===== config.mk =====
export PLATFORM = sky130hd
export DESIGN_NAME = systolic_result_drain_flat
export DESIGN_NICKNAME = d
export VERILOG_FILES = /design/src/rtl/systolic_result_drain_if.sv /design/src/rtl/systolic_result_drain.sv /design/src/flat_wrapper.sv
export SDC_FILE = /design/constraint.sdc
export NUM_CORES = 1
export LEC_CHECK = 0
export ABC_AREA = 1
export CAP_MARGIN = 20
export CELL_PAD_IN_SITES_DETAIL_PLACEMENT = 1
export CELL_PAD_IN_SITES_GLOBAL_PLACEMENT = 2
export CORE_MARGIN = 10
export CORE_UTILIZATION = 33
export CTS_CLUSTER_SIZE = 40
export DETAILED_ROUTE_END_ITERATION = 10
export GPL_ROUTABILITY_DRIVEN = 0
export PLACE_DENSITY_LB_ADDON = 0.08
export SLEW_MARGIN = 30
export SYNTH_ARGS = -nofsm -noshare
export SYNTH_HDL_FRONTEND = slang
export SYNTH_SLANG_ARGS = --single-unit

===== constraint.sdc =====
create_clock -name clk -period 12.5 [get_ports clk]
set_clock_uncertainty 0.1 [all_clocks]
set_input_delay 1.25 -clock clk [delete_from_list [all_inputs] [get_ports clk]]
set_output_delay 1.25 -clock clk [all_outputs]
set_load 0.1 [all_outputs]

===== src/rtl/systolic_result_drain_if.sv =====
// rtl/systolic_result_drain_if.sv - result beat stream from the drain to write-back
interface systolic_result_drain_if #(
  parameter int OUT_WIDTH = 16,
  parameter int IDX_W     = 2
);
  logic                 out_valid;
  logic                 out_ready;
  logic [OUT_WIDTH-1:0] out_data;
  logic [IDX_W-1:0]     out_idx;
  logic                 out_last;
  logic                 out_sat;

  modport master (output out_valid, out_data, out_idx, out_last, out_sat, input out_ready);
  modport slave  (input out_valid, out_data, out_idx, out_last, out_sat, output out_ready);
endinterface


===== src/rtl/systolic_result_drain.sv =====
// rtl/systolic_result_drain.sv - snapshot the PE column accumulators and stream them scaled/saturated
module systolic_result_drain #(
  parameter int  NUM_PE    = 4,
  parameter int  ACC_WIDTH = 24,
  parameter int  OUT_WIDTH = 16,
  parameter int  SHIFT     = 0,
  localparam int IDX_W     = $clog2(NUM_PE)
) (
  input  logic                        clk,
  input  logic                        reset,
  input  logic                        capture_i,
  input  logic [NUM_PE*ACC_WIDTH-1:0] acc_bus_i,
  output logic                        busy_o,
  output logic                        capture_drop_o,
  systolic_result_drain_if.master     out_if
);
  typedef enum logic {IDLE, STREAM} state_e;

  localparam logic [IDX_W-1:0]   LAST_IDX  = IDX_W'(NUM_PE - 1);
  localparam logic [ACC_WIDTH:0] SAT_LIMIT = {{ACC_WIDTH{1'b0}}, 1'b1} << OUT_WIDTH;

  // Returns {saturated, word}; the extra top bit keeps the limit compare valid when OUT_WIDTH == ACC_WIDTH.
  function automatic logic [OUT_WIDTH:0] scale_sat(input logic [ACC_WIDTH-1:0] word);
    logic [ACC_WIDTH:0] shifted;
    shifted = {1'b0, word >> SHIFT};
    if (shifted >= SAT_LIMIT) return {1'b1, {OUT_WIDTH{1'b1}}};
    return {1'b0, shifted[OUT_WIDTH-1:0]};
  endfunction

  state_e                 state_q;
  logic                   busy_q;
  logic                   drop_q;
  logic                   valid_q;
  logic [OUT_WIDTH-1:0]   data_q;
  logic [IDX_W-1:0]       idx_q;
  logic                   last_q;
  logic                   sat_q;
  logic [ACC_WIDTH-1:0]   snap_q [NUM_PE];

  logic                   xfer;
  logic                   load;
  logic [IDX_W-1:0]       next_idx_d;
  logic [OUT_WIDTH:0]     next_beat_d;
  logic [OUT_WIDTH:0]     first_beat_d;

  assign xfer         = valid_q && out_if.out_ready;
  assign load         = (state_q == IDLE) && capture_i;
  assign next_idx_d   = idx_q + 1'b1;
  assign next_beat_d  = scale_sat(snap_q[next_idx_d]);
  assign first_beat_d = scale_sat(acc_bus_i[0 +: ACC_WIDTH]);

  always_ff @(posedge clk) begin
    if (!reset && load) begin
      for (int k = 0; k < NUM_PE; k++) begin
        snap_q[k] <= acc_bus_i[k*ACC_WIDTH +: ACC_WIDTH];
      end
    end
  end

  always_ff @(posedge clk) begin
    if (reset) begin
      state_q <= IDLE;
      busy_q  <= 1'b0;
      drop_q  <= 1'b0;
      valid_q <= 1'b0;
      data_q  <= '0;
      idx_q   <= '0;
      last_q  <= 1'b0;
      sat_q   <= 1'b0;
    end else begin
      drop_q <= 1'b0;
      case (state_q)
        IDLE: begin
          if (capture_i) begin
            state_q <= STREAM;
            busy_q  <= 1'b1;
            valid_q <= 1'b1;
            idx_q   <= '0;
            last_q  <= 1'b0;
            sat_q   <= first_beat_d[OUT_WIDTH];
            data_q  <= first_beat_d[OUT_WIDTH-1:0];
          end
        end
        STREAM: begin
          drop_q <= capture_i;
          if (xfer) begin
            if (idx_q == LAST_IDX) begin
              state_q <= IDLE;
              busy_q  <= 1'b0;
              valid_q <= 1'b0;
              idx_q   <= '0;
              last_q  <= 1'b0;
              sat_q   <= 1'b0;
              data_q  <= '0;
            end else begin
              idx_q   <= next_idx_d;
              last_q  <= (next_idx_d == LAST_IDX);
              sat_q   <= next_beat_d[OUT_WIDTH];
              data_q  <= next_beat_d[OUT_WIDTH-1:0];
            end
          end
        end
        default: state_q <= IDLE;
      endcase
    end
  end

  assign busy_o           = busy_q;
  assign capture_drop_o   = drop_q;
  assign out_if.out_valid = valid_q;
  assign out_if.out_data  = data_q;
  assign out_if.out_idx   = idx_q;
  assign out_if.out_last  = last_q;
  assign out_if.out_sat   = sat_q;
endmodule


===== src/flat_wrapper.sv =====
// flat-port wrapper written by rule: the top's interface ports become plain ports
module systolic_result_drain_flat 
#(
  parameter int  NUM_PE    = 4,
  parameter int  ACC_WIDTH = 24,
  parameter int  OUT_WIDTH = 16,
  parameter int  SHIFT     = 0,
  localparam int IDX_W     = $clog2(NUM_PE)
)
  (clk, reset, capture_i, acc_bus_i, busy_o, capture_drop_o, out_if_out_valid, out_if_out_data, out_if_out_idx, out_if_out_last, out_if_out_sat, out_if_out_ready);
  systolic_result_drain_if #(.OUT_WIDTH(OUT_WIDTH), .IDX_W(2)) out_if_i ();
  input  logic clk;
  input  logic reset;
  input  logic capture_i;
  input  logic [NUM_PE*ACC_WIDTH-1:0] acc_bus_i;
  output logic busy_o;
  output logic capture_drop_o;
  output wire logic [$bits(out_if_i.out_valid)-1:0] out_if_out_valid;
  output wire logic [$bits(out_if_i.out_data)-1:0] out_if_out_data;
  output wire logic [$bits(out_if_i.out_idx)-1:0] out_if_out_idx;
  output wire logic [$bits(out_if_i.out_last)-1:0] out_if_out_last;
  output wire logic [$bits(out_if_i.out_sat)-1:0] out_if_out_sat;
  input wire logic [$bits(out_if_i.out_ready)-1:0] out_if_out_ready;
  assign out_if_out_valid = out_if_i.out_valid;
  assign out_if_out_data = out_if_i.out_data;
  assign out_if_out_idx = out_if_i.out_idx;
  assign out_if_out_last = out_if_i.out_last;
  assign out_if_out_sat = out_if_i.out_sat;
  assign out_if_i.out_ready = out_if_out_ready;
  systolic_result_drain #(.NUM_PE(NUM_PE), .ACC_WIDTH(ACC_WIDTH), .OUT_WIDTH(OUT_WIDTH), .SHIFT(SHIFT)) u_core (.clk(clk), .reset(reset), .capture_i(capture_i), .acc_bus_i(acc_bus_i), .busy_o(busy_o), .capture_drop_o(capture_drop_o), .out_if(out_if_i));
endmodule

* After elaboration in Yosys (flattened, before gate mapping)
Memory sizes are Yosys's and may differ from the RTL's.
Index checks and enable logic that the tools add are counted.
** Storage, ports and cells
- Register bits :: 23
- Bits in writable memories :: 96
- Word-level logic and storage cells :: 56
- Memories kept :: 1
** Memories
- u_core.snap_q :: depth 4, bits a word 24, rd ports 1, clocked after memory_dff 0, write ports 4, RTL line systolic_result_drain.sv:38 : logic [ACC_WIDTH-1:0] snap_q [NUM_PE];
** Cells by class
- $add $sub $neg :: 1
- Order comparisons :: 2
- Equality and inequality tests :: 5
- Multiplexer cells :: 32
- Bitwise operators :: 1
- Reduce and logical (&&, ||, !) cells :: 7
** Operators by type and width (number)
- $mux 17 :: 4
- $ge 24x17->1 const B :: 2
- $mux 16 :: 3
- $pmux 16 s2 :: 1
- $mux 1 :: 16
- $pmux 1 s2 :: 4
- $mux 2 :: 3
- $ne 2x2->1 const B :: 3
- $eq 2x2->1 const B :: 2
- $pmux 2 s2 :: 1
- $logic_and 1x1->1 :: 3
- $reduce_and 3->1 :: 1
- $add 2x1->2 const B :: 1
- $reduce_and 2->1 :: 1
- $reduce_or 2->1 :: 1
- $logic_not 1->1 :: 1
- $not 1->1 :: 1

* Longest topological paths before layout
An unclocked memory read counts as a cell.
- Depth in word-level cells :: 8
- Mapped depth :: 15

* Least setup slack after synthesis
Ideal clock, no wire load.
- Path kind :: in2reg
- From :: input capture_i
- To :: memory u_core.snap_q[0][0] (enable)
- Setup time :: 0.552 ns
- Arrival time :: 5.473 ns
- Data required time :: 11.848 ns
- Slack :: 6.375 ns
- Stages on the path :: 3
- Path buffers :: 1
- Cell sequence :: nand2_1 clkbuf_1 nor2_1
** RTL lines
- from (decl) :: RTL line flat_wrapper.sv:14 : input logic capture_i;
- to (decl) :: RTL line systolic_result_drain.sv:38

* Worst setup path in the final report
- From :: register u_core.idx_q[0], in the netlist u_core.out_if.out_idx[0]
- To :: output out_if_out_idx[0]
** RTL lines
- from (decl) :: RTL line systolic_result_drain.sv:35 : logic [IDX_W-1:0] idx_q;
- from (signal assigned) :: RTL line systolic_result_drain.sv:96 : idx_q <= next_idx_d;
- to (decl) :: RTL line flat_wrapper.sv:20 : output wire logic [$bits(out_if_i.out_idx)-1:0] out_if_out_idx;
No word-level cell between the ends.

==> insert_results.sql <==
INSERT INTO impl_metrics (metric_group, metric, value, unit) VALUES
('power_and_ir_drop', 'total_leakage_power', '2.819', 'nW'),
('place', 'placed_area', '0.006379', 'mm^2'),
('setup_path', 'timing.critical_path.from_type', 'flop', ''),
('sta', 'rsz_0062_raised_after_global_routing', 'false', ''),
('synthesis', 'synth_seq_cells', '119', ''),
('clock_tree', 'tritoncts.num_buffers', '17', ''),
('synthesis', 'synth-edff-count', '96', ''),
('global_routing', 'first_global_vias', '4122', ''),
('layout', 'area_delta_synth_final', '39.23', '%'),
('sta', 'fmax', '265.5', 'MHz'),
('setup_path', 'crit_family', 'buffers and inverters', ''),
('synthesis', 'syn_inst', '481', ''),
('setup_path', 'setup.worst_path.class', 'reg2out', ''),
('detailed_routing', 'wl_per_cell', '17.29', 'um'),
('layout', 'finalNetCount', '706', ''),
('setup_path', 'worst_setup_path_startpoint', 'u_core.out_if.out_idx[0]', ''),
('layout', 'drive_gt1_share', '8.929', '%'),
('power_and_ir_drop', 'ir_worst_vdd', '0.09552', 'mV'),
('floorplanning', 'floorplan.rows', '45', ''),
('layout', 'multiInputGateArea', '0.001270', 'mm^2'),
('setup_path', 'crit_path_end_kind', 'output port', ''),
('setup_path', 'worstPathBufferInverterCount', '2', ''),
('sta', 'layout_min_cycle_time', '3.767', 'ns'),
('synthesis', 'ys_warn_count', '0', ''),
('hold_path', 'hold_start', 'u_core.out_if.out_last', ''),
('synthesis', 'synthDistinctLibCells', '23', ''),
('setup_path', 'worst-endpoint-required', '11.15', 'ns'),
('detailed_routing', 'overall_routed_net_length', '13900', 'um'),
('run', 'max_cap_violations', '0', ''),
('clock_tree', 'htree_num_levels', '4', ''),
('clock_tree', 'max-clock-path-buffers', '2', ''),
('floorplanning', 'floorplan.core_area', '0.01509', 'mm^2'),
('floorplanning', 'ioPinCount', '123', ''),
('detailed_routing', 'drtAntennaViolNets', '0', ''),
('global_routing', 'wire_length_of_the_first_global_routing_pass', '22250', 'um'),
('clock_tree', 'worst_skew_pair.late_latency', '0.42', 'ns'),
('floorplanning', 'chipWidth', '143.5', 'um'),
('setup_path', 'arrival_time_at_the_worst_endpoint', '2.42', 'ns'),
('clock_tree', 'clock_tree_from_tritoncts', 'yes', ''),
('synthesis', 'syn_area_per_cell', '10.46', 'um^2'),
('clock_tree', 'post_cts_buffers', '0', ''),
('synthesis', 'post_synth_instance_area', '0.005030', 'mm^2'),
('sta', 'worst_hold_slack', '0.3887', 'ns'),
('outcome', 'status', 'finished clean', ''),
('clock_tree', 'clk_transition_reported_paths', '0.05', 'ns'),
('synthesis', 'syn-num-nets', '583', ''),
('place', 'dp.final_hpwl', '9769', 'um'),
('power_and_ir_drop', 'totalPowerFinal', '1.129', 'mW'),
('sta', 'period_share', '30.14', '%'),
('setup_path', 'reg2reg_from', 'u_core.out_if.out_idx[0]', ''),
('floorplanning', 'design.die.area', '0.02058', 'mm^2'),
('sta', 'tns', '0', 'ns'),
('detailed_routing', 'vias', '3725', ''),
('layout', 'fin_area', '0.007003', 'mm^2'),
('detailed_routing', 'drt_iter0_markers', '150', ''),
('global_routing', 'largest_net_degree_at_the_start_of_global_routing', '44', ''),
('layout', 'antenna_cells_inserted', '0', ''),
('hold_path', 'hp-class', 'reg2reg', ''),
('place', 'buffer_ports.inserted', '122', ''),
('global_routing', 'overflow', '0', ''),
('sta', 'hold_viol', '0', ''),
('layout', 'final_common_cell', 'clkdlybuf4s50_1', ''),
('sta', 'drv_slew', '0', ''),
('clock_tree', 'clock_sink_count', '119', ''),
('sta', 'setup_violations', '0', ''),
('power_and_ir_drop', 'pd_cells', '161.2', 'mW/mm^2'),
('floorplanning', 'vertical_die_dimension', '143.5', 'um'),
('global_routing', 'grt.total_usage', '14.46', '%'),
('clock_tree', 'cts_resized', '0', ''),
('detailed_routing', 'detailedRoute.firstPassIterationCount', '6', ''),
('synthesis', 'ys_seq_area_share', '66.47', '%');
==> path summary, 6_finish.rpt <==
| path | to | cells after the start | slack [ns] |
|---|---|---|---|
| min | u_core.out_if.out_last | 2 | 0.39 |
| min reg2reg | u_core.out_if.out_last | 2 | 0.39 |
| max | out_if_out_idx[0] | 2 | 8.73 |
| max reg2reg | u_core.out_if.out_sat | 10 | 9.41 |
==> cell families after synthesis <==
| kind of cell | after synthesis | share of synthesized area, % |
|---|---|---|
| adder cells (fa/ha/maj) | 2 | 0.4974 |
| buffers and inverters | 97 | 8.657 |
| AO/OA/AOI/OAI | 58 | 5.771 |
| flip-flops | 119 | 66.47 |
| AND/OR/NAND/NOR | 205 | 18.61 |
==> through the flow <==
stage | cells | util, %
global placement | 773 | 42.22
finish | 804 | 46.41
floorplan | 481 | -
global route | 804 | 46.41
detailed placement | 773 | 42.27
CTS | 804 | 46.48
==> tightest hold or removal path, cell delays in order (launching register included) <==
cell     delay [ns]
dfxtp_1        0.31
nand2_1        0.06
a21oi_1        0.07
==> metal layers <==
metal | vias to the layer above | wire, um | global-route usage (%) | share of wire, %
met5 | - | 0 | 0 | 0
met4 | 0 | 207 | 5.535 | 1.5
met3 | 18 | 912 | 6.040 | 6.6
met2 | 94 | 6935 | 24.07 | 50
met1 | 1783 | 5844 | 16.13 | 42
li1 | 1830 | - | - | -
==> cell usage after synthesis (3+ instances only) <==
cell	count	area (um^2)
inv_1	64	240.2
inv_2	3	11.26
edfxtp_1	96	2883
dfxtp_1	23	460.4
clkbuf_1	6	22.52
buf_6	4	45.04
a21oi_1	10	50.05
nor2_1	29	108.9
buf_4	5	37.54
nand2_1	113	424.2
nand3_1	44	220.2
nand3b_1	3	22.52
clkinv_1	9	33.78
o21ai_0	36	180.2
buf_2	5	25.02
o21ai_1	12	60.06
nand3_2	12	120.1
==> area by class of cell <==
type                    instances  area share (%)
multi-input cells             265           18.13
well taps                     188           3.359
inverters                      76           4.074
clock buffers                  19           6.182
flip-flops and latches        119           47.76
clock inverters                12           2.877
repair buffers                125           17.62
==> sequential cells by signal, indices dropped and copies added (netlist names) <==
signal	count
u_core.snap_q	96
u_core.capture_drop_o	1
u_core.busy_o	1
u_core.out_if.out_idx	2
u_core.out_if.out_sat	1
u_core.out_if.out_data	16
u_core.out_if.out_last	1
u_core.state_q	1
==> report_power, final <==
| part | internal, mW | leakage (nW) | switching, mW |
|---|---|---|---|
| sequential | 0.449 | 1.08 | 0.00724 |
| clock | 0.352 | 0.303 | 0.175 |
| combinational | 0.0516 | 1.44 | 0.0939 |
(Power assumes the default switching activity.)
